File: src/rtl/scene_render.sv
`default_nettype none
// ============================================================================
// Module      : scene_render
// Description : Per-pixel colour generator for a side-scrolling bird game.
//               A snapshot of the game state is taken on frame_start. Each
//               visible pixel goes through a two-stage pipeline: region
//               compares, then a priority mux. A five-digit decimal score is
//               overlaid from a double-dabble converter.
// Ports       : clk, rst             - clock, synchronous active-high reset
//               frame_start          - start-of-frame pulse, snapshot strobe
//               pix_valid/x/y        - visible pixel and its coordinate
//               status, bird_y       - game mode and bird position
//               pipe1..3, coin       - obstacle and coin descriptors
//               score                - binary score
//               rgb, rgb_valid       - pixel colour, two cycles after input
// Revision    : 1.0 - initial release
// ============================================================================
module scene_render (
    input  logic        clk,
    input  logic        rst,
    input  logic        frame_start,
    input  logic        pix_valid,
    input  logic [9:0]  pix_x,
    input  logic [9:0]  pix_y,
    input  logic [1:0]  status,
    input  logic [15:0] bird_y,
    input  logic [31:0] pipe1,
    input  logic [31:0] pipe2,
    input  logic [31:0] pipe3,
    input  logic [31:0] coin,
    input  logic [15:0] score,
    output logic [11:0] rgb,
    output logic        rgb_valid
);

    localparam logic [11:0] C_COL_DIGIT   = 12'hFFF;
    localparam logic [11:0] C_COL_BIRD_UP = 12'hFF0;
    localparam logic [11:0] C_COL_BIRD_DN = 12'hFA0;
    localparam logic [11:0] C_COL_COIN    = 12'hFD0;
    localparam logic [11:0] C_COL_HEAD    = 12'h0C0;
    localparam logic [11:0] C_COL_BODY    = 12'h080;
    localparam logic [11:0] C_COL_GROUND  = 12'hA72;
    localparam logic [11:0] C_COL_SKY     = 12'h4CF;
    localparam logic [11:0] C_COL_MENU1   = 12'hFFF;
    localparam logic [11:0] C_COL_MENU2   = 12'hF0F;

    // ------------------------------------------------------------------
    // Frame snapshot
    // ------------------------------------------------------------------
    logic [1:0]  r_status;
    logic [15:0] r_bird;
    logic [27:0] r_pipe [3];
    logic        r_coin_vis;
    logic [19:0] r_coin_pos;

    always_ff @(posedge clk) begin
        if (rst) begin
            r_status   <= 2'b01;
            r_bird     <= 16'd0;
            r_pipe[0]  <= 28'd0;
            r_pipe[1]  <= 28'd0;
            r_pipe[2]  <= 28'd0;
            r_coin_vis <= 1'b0;
            r_coin_pos <= 20'd0;
        end else if (frame_start) begin
            r_status   <= status;
            r_bird     <= bird_y;
            r_pipe[0]  <= pipe1[27:0];
            r_pipe[1]  <= pipe2[27:0];
            r_pipe[2]  <= pipe3[27:0];
            r_coin_vis <= coin[31];
            r_coin_pos <= coin[19:0];
        end
    end

    // ------------------------------------------------------------------
    // Score conversion (iterative double-dabble). The score snapshot is
    // loaded straight into the binary shift register on frame_start.
    // ------------------------------------------------------------------
    typedef enum logic [1:0] {
        ST_IDLE  = 2'd0,
        ST_SHIFT = 2'd1,
        ST_DONE  = 2'd2
    } conv_state_t;

    conv_state_t r_state;
    logic [15:0] r_bin;
    logic [19:0] r_bcd;
    logic [3:0]  r_cnt;
    logic [19:0] r_digits;
    logic [18:0] w_bcd_adj;

    // A 16-bit input never pushes the top digit past 6, so only the lower
    // four digits need the add-3 correction before a shift.
    for (genvar d = 0; d < 4; d++) begin : g_adj
        assign w_bcd_adj[4*d+3 -: 4] = (r_bcd[4*d+3 -: 4] >= 4'd5) ?
                                       r_bcd[4*d+3 -: 4] + 4'd3 :
                                       r_bcd[4*d+3 -: 4];
    end
    assign w_bcd_adj[18:16] = r_bcd[18:16];

    always_ff @(posedge clk) begin
        if (rst) begin
            r_state  <= ST_IDLE;
            r_bin    <= 16'd0;
            r_bcd    <= 20'd0;
            r_cnt    <= 4'd0;
            r_digits <= 20'd0;
        end else if (frame_start) begin
            // Also restarts a conversion already in flight.
            r_state <= ST_SHIFT;
            r_bin   <= score;
            r_bcd   <= 20'd0;
            r_cnt   <= 4'd0;
        end else begin
            case (r_state)
                ST_SHIFT: begin
                    r_bcd <= {w_bcd_adj, r_bin[15]};
                    r_bin <= {r_bin[14:0], 1'b0};
                    r_cnt <= r_cnt + 4'd1;
                    if (r_cnt == 4'd15) begin
                        r_state <= ST_DONE;
                    end
                end
                ST_DONE: begin
                    r_digits <= r_bcd;
                    r_state  <= ST_IDLE;
                end
                default: r_state <= ST_IDLE;
            endcase
        end
    end

    // ------------------------------------------------------------------
    // Stage 1: region compares (all bounds at 11 bits or wider)
    // ------------------------------------------------------------------
    function automatic logic [14:0] f_font(input logic [3:0] d);
        // 3 columns x 5 rows, top row in the MSBs, left column first.
        case (d)
            4'd0:    f_font = 15'b111_101_101_101_111;
            4'd1:    f_font = 15'b010_110_010_010_111;
            4'd2:    f_font = 15'b111_001_111_100_111;
            4'd3:    f_font = 15'b111_001_111_001_111;
            4'd4:    f_font = 15'b101_101_111_001_001;
            4'd5:    f_font = 15'b111_100_111_001_111;
            4'd6:    f_font = 15'b111_100_111_101_111;
            4'd7:    f_font = 15'b111_001_001_001_001;
            4'd8:    f_font = 15'b111_101_111_101_111;
            4'd9:    f_font = 15'b111_101_111_001_111;
            default: f_font = 15'b000_000_000_000_000;
        endcase
    endfunction

    logic [10:0] w_x, w_y;
    assign w_x = {1'b0, pix_x};
    assign w_y = {1'b0, pix_y};

    logic w_play;
    assign w_play = (r_status == 2'd0) || (r_status == 2'd3);

    // Bird: y top is 15 bits wide, so compare at 16 bits.
    logic [15:0] w_bird_end;
    logic        w_bird_hit;
    assign w_bird_end = {1'b0, r_bird[14:0]} + 16'd15;
    assign w_bird_hit = (w_x >= 11'd40) && (w_x <= 11'd55) &&
                        ({5'd0, pix_y} >= r_bird[14:0]) &&
                        ({6'd0, pix_y} <= w_bird_end);

    logic [10:0] w_cx, w_cy;
    logic        w_coin_hit;
    assign w_cx = {1'b0, r_coin_pos[9:0]};
    assign w_cy = {1'b0, r_coin_pos[19:10]};
    assign w_coin_hit = r_coin_vis &&
                        (w_x >= w_cx) && (w_x <= w_cx + 11'd15) &&
                        (w_y >= w_cy) && (w_y <= w_cy + 11'd15);

    logic [2:0] w_pipe_in;
    logic [2:0] w_pipe_head;
    for (genvar g = 0; g < 3; g++) begin : g_pipe
        logic [10:0] w_px, w_py, w_gap_end;
        assign w_px      = {1'b0, r_pipe[g][19:10]};
        assign w_py      = {1'b0, r_pipe[g][9:0]};
        assign w_gap_end = w_py + {3'd0, r_pipe[g][27:20]};
        assign w_pipe_in[g] = (w_x >= w_px) && (w_x <= w_px + 11'd49) &&
                              ((w_y < w_py) || (w_y >= w_gap_end));
        // Upper head written as y+23 >= py so rows above 0 never go negative.
        assign w_pipe_head[g] = w_pipe_in[g] &&
                                (((w_y < w_py) && (w_y + 11'd23 >= w_py)) ||
                                 ((w_y >= w_gap_end) && (w_y <= w_gap_end + 11'd22)));
    end

    // Score glyphs: digit k spans x 8+16k..19+16k, y 8..27, each font cell
    // is 4x4 pixels. Narrow arithmetic is exact inside the digit window.
    logic [6:0]  w_dx;
    logic [2:0]  w_row;
    logic        w_dig_area;
    logic [3:0]  w_dsel;
    logic [3:0]  w_fidx;
    logic [14:0] w_glyph;
    logic        w_digit_lit;

    assign w_dx       = pix_x[6:0] - 7'd8;
    assign w_row      = pix_y[4:2] - 3'd2;
    assign w_dig_area = (w_x >= 11'd8) && (w_x <= 11'd87) &&
                        (w_y >= 11'd8) && (w_y <= 11'd27) &&
                        (w_dx[3:0] < 4'd12);

    always_comb begin
        w_dsel = 4'd0;
        case (w_dx[6:4])
            3'd0:    w_dsel = r_digits[19:16];
            3'd1:    w_dsel = r_digits[15:12];
            3'd2:    w_dsel = r_digits[11:8];
            3'd3:    w_dsel = r_digits[7:4];
            3'd4:    w_dsel = r_digits[3:0];
            default: w_dsel = 4'd0;
        endcase
    end

    assign w_glyph     = f_font(w_dsel);
    assign w_fidx      = ({1'b0, w_row} * 4'd3) + {2'd0, w_dx[3:2]};
    assign w_digit_lit = w_dig_area && w_glyph[4'd14 - w_fidx];

    logic r_s1_valid, r_s1_digit, r_s1_bird, r_s1_bird_up, r_s1_coin;
    logic r_s1_head, r_s1_body, r_s1_band, r_s1_band_white, r_s1_ground;

    always_ff @(posedge clk) begin
        if (rst) begin
            r_s1_valid      <= 1'b0;
            r_s1_digit      <= 1'b0;
            r_s1_bird       <= 1'b0;
            r_s1_bird_up    <= 1'b0;
            r_s1_coin       <= 1'b0;
            r_s1_head       <= 1'b0;
            r_s1_body       <= 1'b0;
            r_s1_band       <= 1'b0;
            r_s1_band_white <= 1'b0;
            r_s1_ground     <= 1'b0;
        end else begin
            r_s1_valid      <= pix_valid;
            r_s1_digit      <= w_digit_lit;
            r_s1_bird       <= w_play && w_bird_hit;
            r_s1_bird_up    <= r_bird[15];
            r_s1_coin       <= w_play && w_coin_hit;
            r_s1_head       <= w_play && (|w_pipe_head);
            r_s1_body       <= w_play && (|w_pipe_in);
            r_s1_band       <= !w_play && (w_y >= 11'd200) && (w_y <= 11'd231);
            r_s1_band_white <= (r_status == 2'd1);
            r_s1_ground     <= (w_y >= 11'd460);
        end
    end

    // ------------------------------------------------------------------
    // Stage 2: priority mux
    // ------------------------------------------------------------------
    logic [11:0] w_color;
    always_comb begin
        w_color = C_COL_SKY;
        if (r_s1_digit)       w_color = C_COL_DIGIT;
        else if (r_s1_bird)   w_color = r_s1_bird_up ? C_COL_BIRD_UP : C_COL_BIRD_DN;
        else if (r_s1_coin)   w_color = C_COL_COIN;
        else if (r_s1_head)   w_color = C_COL_HEAD;
        else if (r_s1_body)   w_color = C_COL_BODY;
        else if (r_s1_band)   w_color = r_s1_band_white ? C_COL_MENU1 : C_COL_MENU2;
        else if (r_s1_ground) w_color = C_COL_GROUND;
    end

    always_ff @(posedge clk) begin
        if (rst) begin
            rgb       <= 12'h000;
            rgb_valid <= 1'b0;
        end else begin
            rgb       <= r_s1_valid ? w_color : 12'h000;
            rgb_valid <= r_s1_valid;
        end
    end

endmodule
`default_nettype wire

File: config.mk
export PLATFORM = sky130hd
export DESIGN_NAME = scene_render
export DESIGN_NICKNAME = d
export VERILOG_FILES = /design/src/rtl/scene_render.sv
export SDC_FILE = /design/constraint.sdc
export NUM_CORES = 1
export LEC_CHECK = 0
export ABC_AREA = 1
export CAP_MARGIN = 20
export CELL_PAD_IN_SITES_DETAIL_PLACEMENT = 1
export CELL_PAD_IN_SITES_GLOBAL_PLACEMENT = 1
export CORE_MARGIN = 3
export CORE_UTILIZATION = 42
export CTS_CLUSTER_DIAMETER = 100
export CTS_CLUSTER_SIZE = 12
export DETAILED_ROUTE_END_ITERATION = 7
export GPL_ROUTABILITY_DRIVEN = 0
export PLACE_DENSITY = 0.92
export SYNTH_ARGS = -nofsm -noshare
export SYNTH_HDL_FRONTEND = slang
export SYNTH_SLANG_ARGS = --single-unit
File: constraint.sdc
create_clock -name clk -period 5.4 [get_ports clk]
set_input_delay 1.08 -clock clk [delete_from_list [all_inputs] [get_ports clk]]
set_output_delay 1.08 -clock clk [all_outputs]
set_load 0.02 [all_outputs]
[Yosys cells after proc, flatten, opt, wreduce, memory -nomap -nowiden]
Memories as Yosys holds them, arrays and structs flattened.
Index checks and enable logic that the tools add are counted.
Widths: inputs -> output; s select.
Storage, ports and cells
  flip-flop bits (word level): 124
  memory bits (writable): 84
  bits in latches: 0
  input bits: 186
  output and inout bits: 13
  ROM bits: 240
  memories kept: 2
Cells by class
  multiplexer cells: 29
  equal/unequal tests: 10
  add/subtract/negate cells: 22
  bitwise logic cells: 6
  div/mod/pow operators: 0
  $lt $le $gt $ge: 39
  multipliers: 1
  shift operators: 0
  reduce and logical (&&, ||, !) cells: 50
Memories
  (no name shown): depth 16, width 15, read ports 1, clocked after Yosys merged registers in 0, wr ports 0, line 139  | case (d)
  r_pipe: depth 3, width 28, read ports 3, clocked after Yosys merged registers in 0, wr ports 3, line 52  | logic [27:0] r_pipe [3];
Operator list (count)
  $le 10x11->1: 8
  $mux 12: 7
  $mux 28: 3
  $ge 10x10->1: 5
  $add 10x6->11 const B: 3
  $add 10x8->11: 3
  $add 11x5->11 const B: 3
  $ge 10x11->1: 3
  $ge 11x10->1: 3
  $logic_and 1x1->1: 33
  $mux 16: 2
  $lt 10x10->1: 3
  $add 10x4->11 const B: 2
  $ge 10x4->1 const B: 2
  $pmux 4 s5: 1
  $add 15x4->16 const B: 1
  $add 4x2->4 const B: 4
  $ge 4x3->1 const B: 4
  $le 10x16->1: 1
  $mux 4: 4
  $ge 10x15->1: 1
  $add 10x5->11 const B: 1
  $ge 10x6->1 const B: 1
  $ge 10x8->1 const B: 1
  34 further kinds: 58

[Logic depth before layout (Yosys ltp)]
An unclocked memory read counts as a cell.
  depth after elaboration: 9
  mapped depth: 27

[Worst setup path after synthesis]
Ideal clock, no wire load.
  kind: input-to-reg
  from: input port rst
  to: memory r_pipe[0][0] (enable)
  slack: 0.905 ns
  setup time: 0.481 ns
  data arrival time: 4.013 ns
  path buffers: 2
  stages on the path: 4
  data required time: 4.919 ns
  path through: clkbuf_1 -> nor2_1 -> inv_2 -> clkbuf_1
RTL lines
  start: declaration: line 20  | input logic rst,
  end: declaration: line 52

==> results by group <==
Yosys
  – Synth top area share: 21.4%
  – Main synth FF type: dfxtp_1
  – Post-Synth Simple-Gate Area: a little under a quarter
  – Library cells used by synthesis: 53
  – Synth Area in XOR/XNOR: under 10%
  – Post-synthesis register bit count: 205
  – Largest family of logic cells by synthesized area: simple AND/OR/NAND/NOR gates
  – Synthesized area: about 0.017 mm^2
  – Multiplexer share of the synthesized area: 0%
  – Avg Cell Area, Syn: ~7.4 um^2
  – Top post-synthesis cells by area: ha_1, edfxtp_1, dfxtp_1
  – Most common cell in the netlist: nand2_1
  – Seq/Total Area, Yosys: ~29%
  – Async SR Flop Fraction: 0%
  – Ys Warns: 0
  – Synth Area in Compound Gates: between 10% and 20%
  – Synth Area in Adders: between 20% and 30%
  – Cell taking the most area after synthesis: ha_1
  – Gate Count Post-Synth: roughly 2300
  – Synth cell count leaders: nand2_1, inv_1, ha_1
  – EDFF count, synth: between 80 and 90
  – Mapped Nets: between 2000 and 3000

Clock network
  – Clk Latency, worst-skew pair: ~0.53 ns
  – Postcts setup bufs: 0
  – Clock root cell: clkbuf_16
  – CTS buffer count: 21
  – Clk sink count: 205
  – CTS tree: yes
  – Buffer levels on the longest clock path: 3
  – Hold_buf cts: 0
  – CTS H-tree lvls: 1
  – Post-cts resize count: 0
  – Clock-pin slew on the worst setup and hold paths: around 0.070 ns

Timing
  – FMAX: approximately 250 MHz
  – Clock skew: approximately 0.032 ns
  – Setup WS post-layout: around 1.4 ns
  – RSZ-0062 raised after global routing: false
  – # setup viols final: 0
  – Setup TNS: 0 ns
  – Period utilization: between 70% and 80%
  – Slew Limit Headroom: around half
  – Worst hold slack: 0.474 ns
  – Fin crit period: between 4 and 5 ns
  – Least-Margin Pin Slew: 0.728 ns
  – Final hold violations: 0
  – Fin. max-slew vios: 0

Place
  – DP Wirelength: between 40000 and 50000 um
  – Setup slack at placement: about 1.0 ns
  – Inst Count DP: 3000
  – Port bufs: approximately 180

Detailed routing
  – Via count: 16800
  – DR pass1 iterations: 7
  – Residual DRC: 0
  – Routed len/inst: approximately 19 um
  – Antenna Nets Post-Route: 0
  – Drt first-iter violations: between 900 and 1000
  – Via density: 5.55
  – Final wirelength: 58100 um

Die
  – Row count: 73
  – DIE WIDTH: approximately 210 um
  – Starting Density: about 43%
  – Die Height: around 210 um
  – Core ar.: approximately 0.04 mm^2
  – IO Pins: between 150 and 200
  – Area of the die: 0.0434 mm^2

Critical path
  – Worst setup EP type: flip-flop
  – Crit path DAT: approximately 4.5 ns
  – Setup Crit Path Kind: flip-flop to flip-flop
  – Critical Path Start Type: flip-flop
  – Max Fanout on Critical Path: 4
  – CP required: 5.88 ns

Cells and area
  – Register area: between 0.004 and 0.005 mm^2
  – Area Overhead vs Synth: 17.8%
  – Core Util, Final: 50.5%
  – Area of the multi-input gates: about 0.011 mm^2
  – Nets: 2984
  – Finished Layout Cells: between 3000 and 4000
  – Fillers: 5012
  – ANT cells: 0
  – Share of cells above drive strength 1: under 10%

Global routing
  – GR Overflow Total: 0
  – Pin count of the biggest net entering global routing: 64
  – GRT Total Usage: between 20% and 30%
  – Vias in the first global route: between 15000 and 20000
  – First-pass GRT wire length: roughly 93000 um
  – Initial antenna violation count: 0

Power and ir drop
  – Maximum VDD drop: 0.000198 V
  – Pleak: between 9 and 10 nW
  – PwrDens: between 200 and 250 mW/mm^2

Run
  – Max_cap viols: 0

Outcome
  – Outcome: finished, final reports clean

Min path
  – HP Class: flip-flop to flip-flop
-- worst paths after layout --
path,cells after the start,from,to,slack (ns)
worst max-delay path,21,r_pipe[0][56],r_s1_head,1.37
worst min-delay path,2,r_bcd[17],r_bcd[18],0.47
worst max register to register,21,r_pipe[0][56],r_s1_head,1.37
worst min register to register,2,r_bcd[17],r_bcd[18],0.47
-- metal layers --
layer	track usage (%)	part of all wire, %
met1	31.6	42
met4	11.6	4.7
met5	0	0
met2	46.2	49
met3	3.30	4.3
-- per-stage QoR --
| stage | area (um^2) | power (mW) |
|---|---|---|
| 5_1_grt | 20200 | 5.24 |
| 2_1_floorplan | 17200 | 2.92 |
| 4_1_cts | 20200 | 4.94 |
| 6_report | 20200 | 4.93 |
| 3_5_place_dp | 19600 | 3.53 |
| 3_3_place_gp | 19600 | 3.37 |
-- sequential cells by signal, summed over array words and instances, names as in the netlist, 2 cells and up --
| register | flops |
|---|---|
| r_status | 2 |
| r_digits | 20 |
| r_bird | 16 |
| r_bin | 16 |
| rgb | 9 |
| r_bcd | 20 |
| r_cnt | 4 |
| r_state | 2 |
| r_pipe | 84 |
| r_coin_pos | 20 |
-- worst max-delay path, stage by stage (launching register included) --
cell	delay, ns
edfxtp_1	0.46
ha_1	0.30
fa_1	0.45
xor2_1	0.22
inv_1	0.09
ha_1	0.22
o21ai_0	0.33
nand3_1	0.18
nor3_1	0.22
xor2_1	0.19
ha_1	0.27
nand2_1	0.09
inv_1	0.06
a221oi_1	0.25
a21oi_1	0.12
nand2_1	0.08
nand2_1	0.08
nand2_1	0.08
nand2_1	0.05
nand3_1	0.11
nand2_1	0.07
inv_1	0.06
-- placed cells by master (no fill, tap or decap), types with 63 or more instances in the layout --
cell type | synthesis | layout
ha_1 | 294 | 294
clkdlybuf4s50_1 | 0 | 175
dfxtp_1 | 121 | 121
xor2_1 | 63 | 63
edfxtp_1 | 84 | 84
o21ai_0 | 119 | 119
nor2_1 | 260 | 259
nand2_1 | 445 | 445
nand3_1 | 114 | 114
inv_1 | 363 | 362
a21oi_1 | 172 | 172
-- cell families after synthesis --
kind of cell	Yosys count
adders and majority gates	299
AOI/OAI and AO/OA	376
and+or+nand+nor	946
xor gates and xnor gates	82
DFF	205
buffers and inverters	410
-- power breakdown --
group | leakage [nW] | switching (mW) | internal, mW
Combinational | 7.44 | 1.08 | 0.693
Sequential | 1.89 | 0.0689 | 1.70
Clock | 0.286 | 0.654 | 0.733
Total | 9.62 | 1.80 | 3.13
-- area by class of cell --
cell class                 instances  area share [%]
inverter                         369            6.88
sequential                       205            24.4
clock buffer                      35            2.86
timing repair buffer             199            9.67
tap                              525            3.25
multi-input combinational       1703            52.8
clock inverter                     2          0.0989
(Power assumes the default switching activity.)
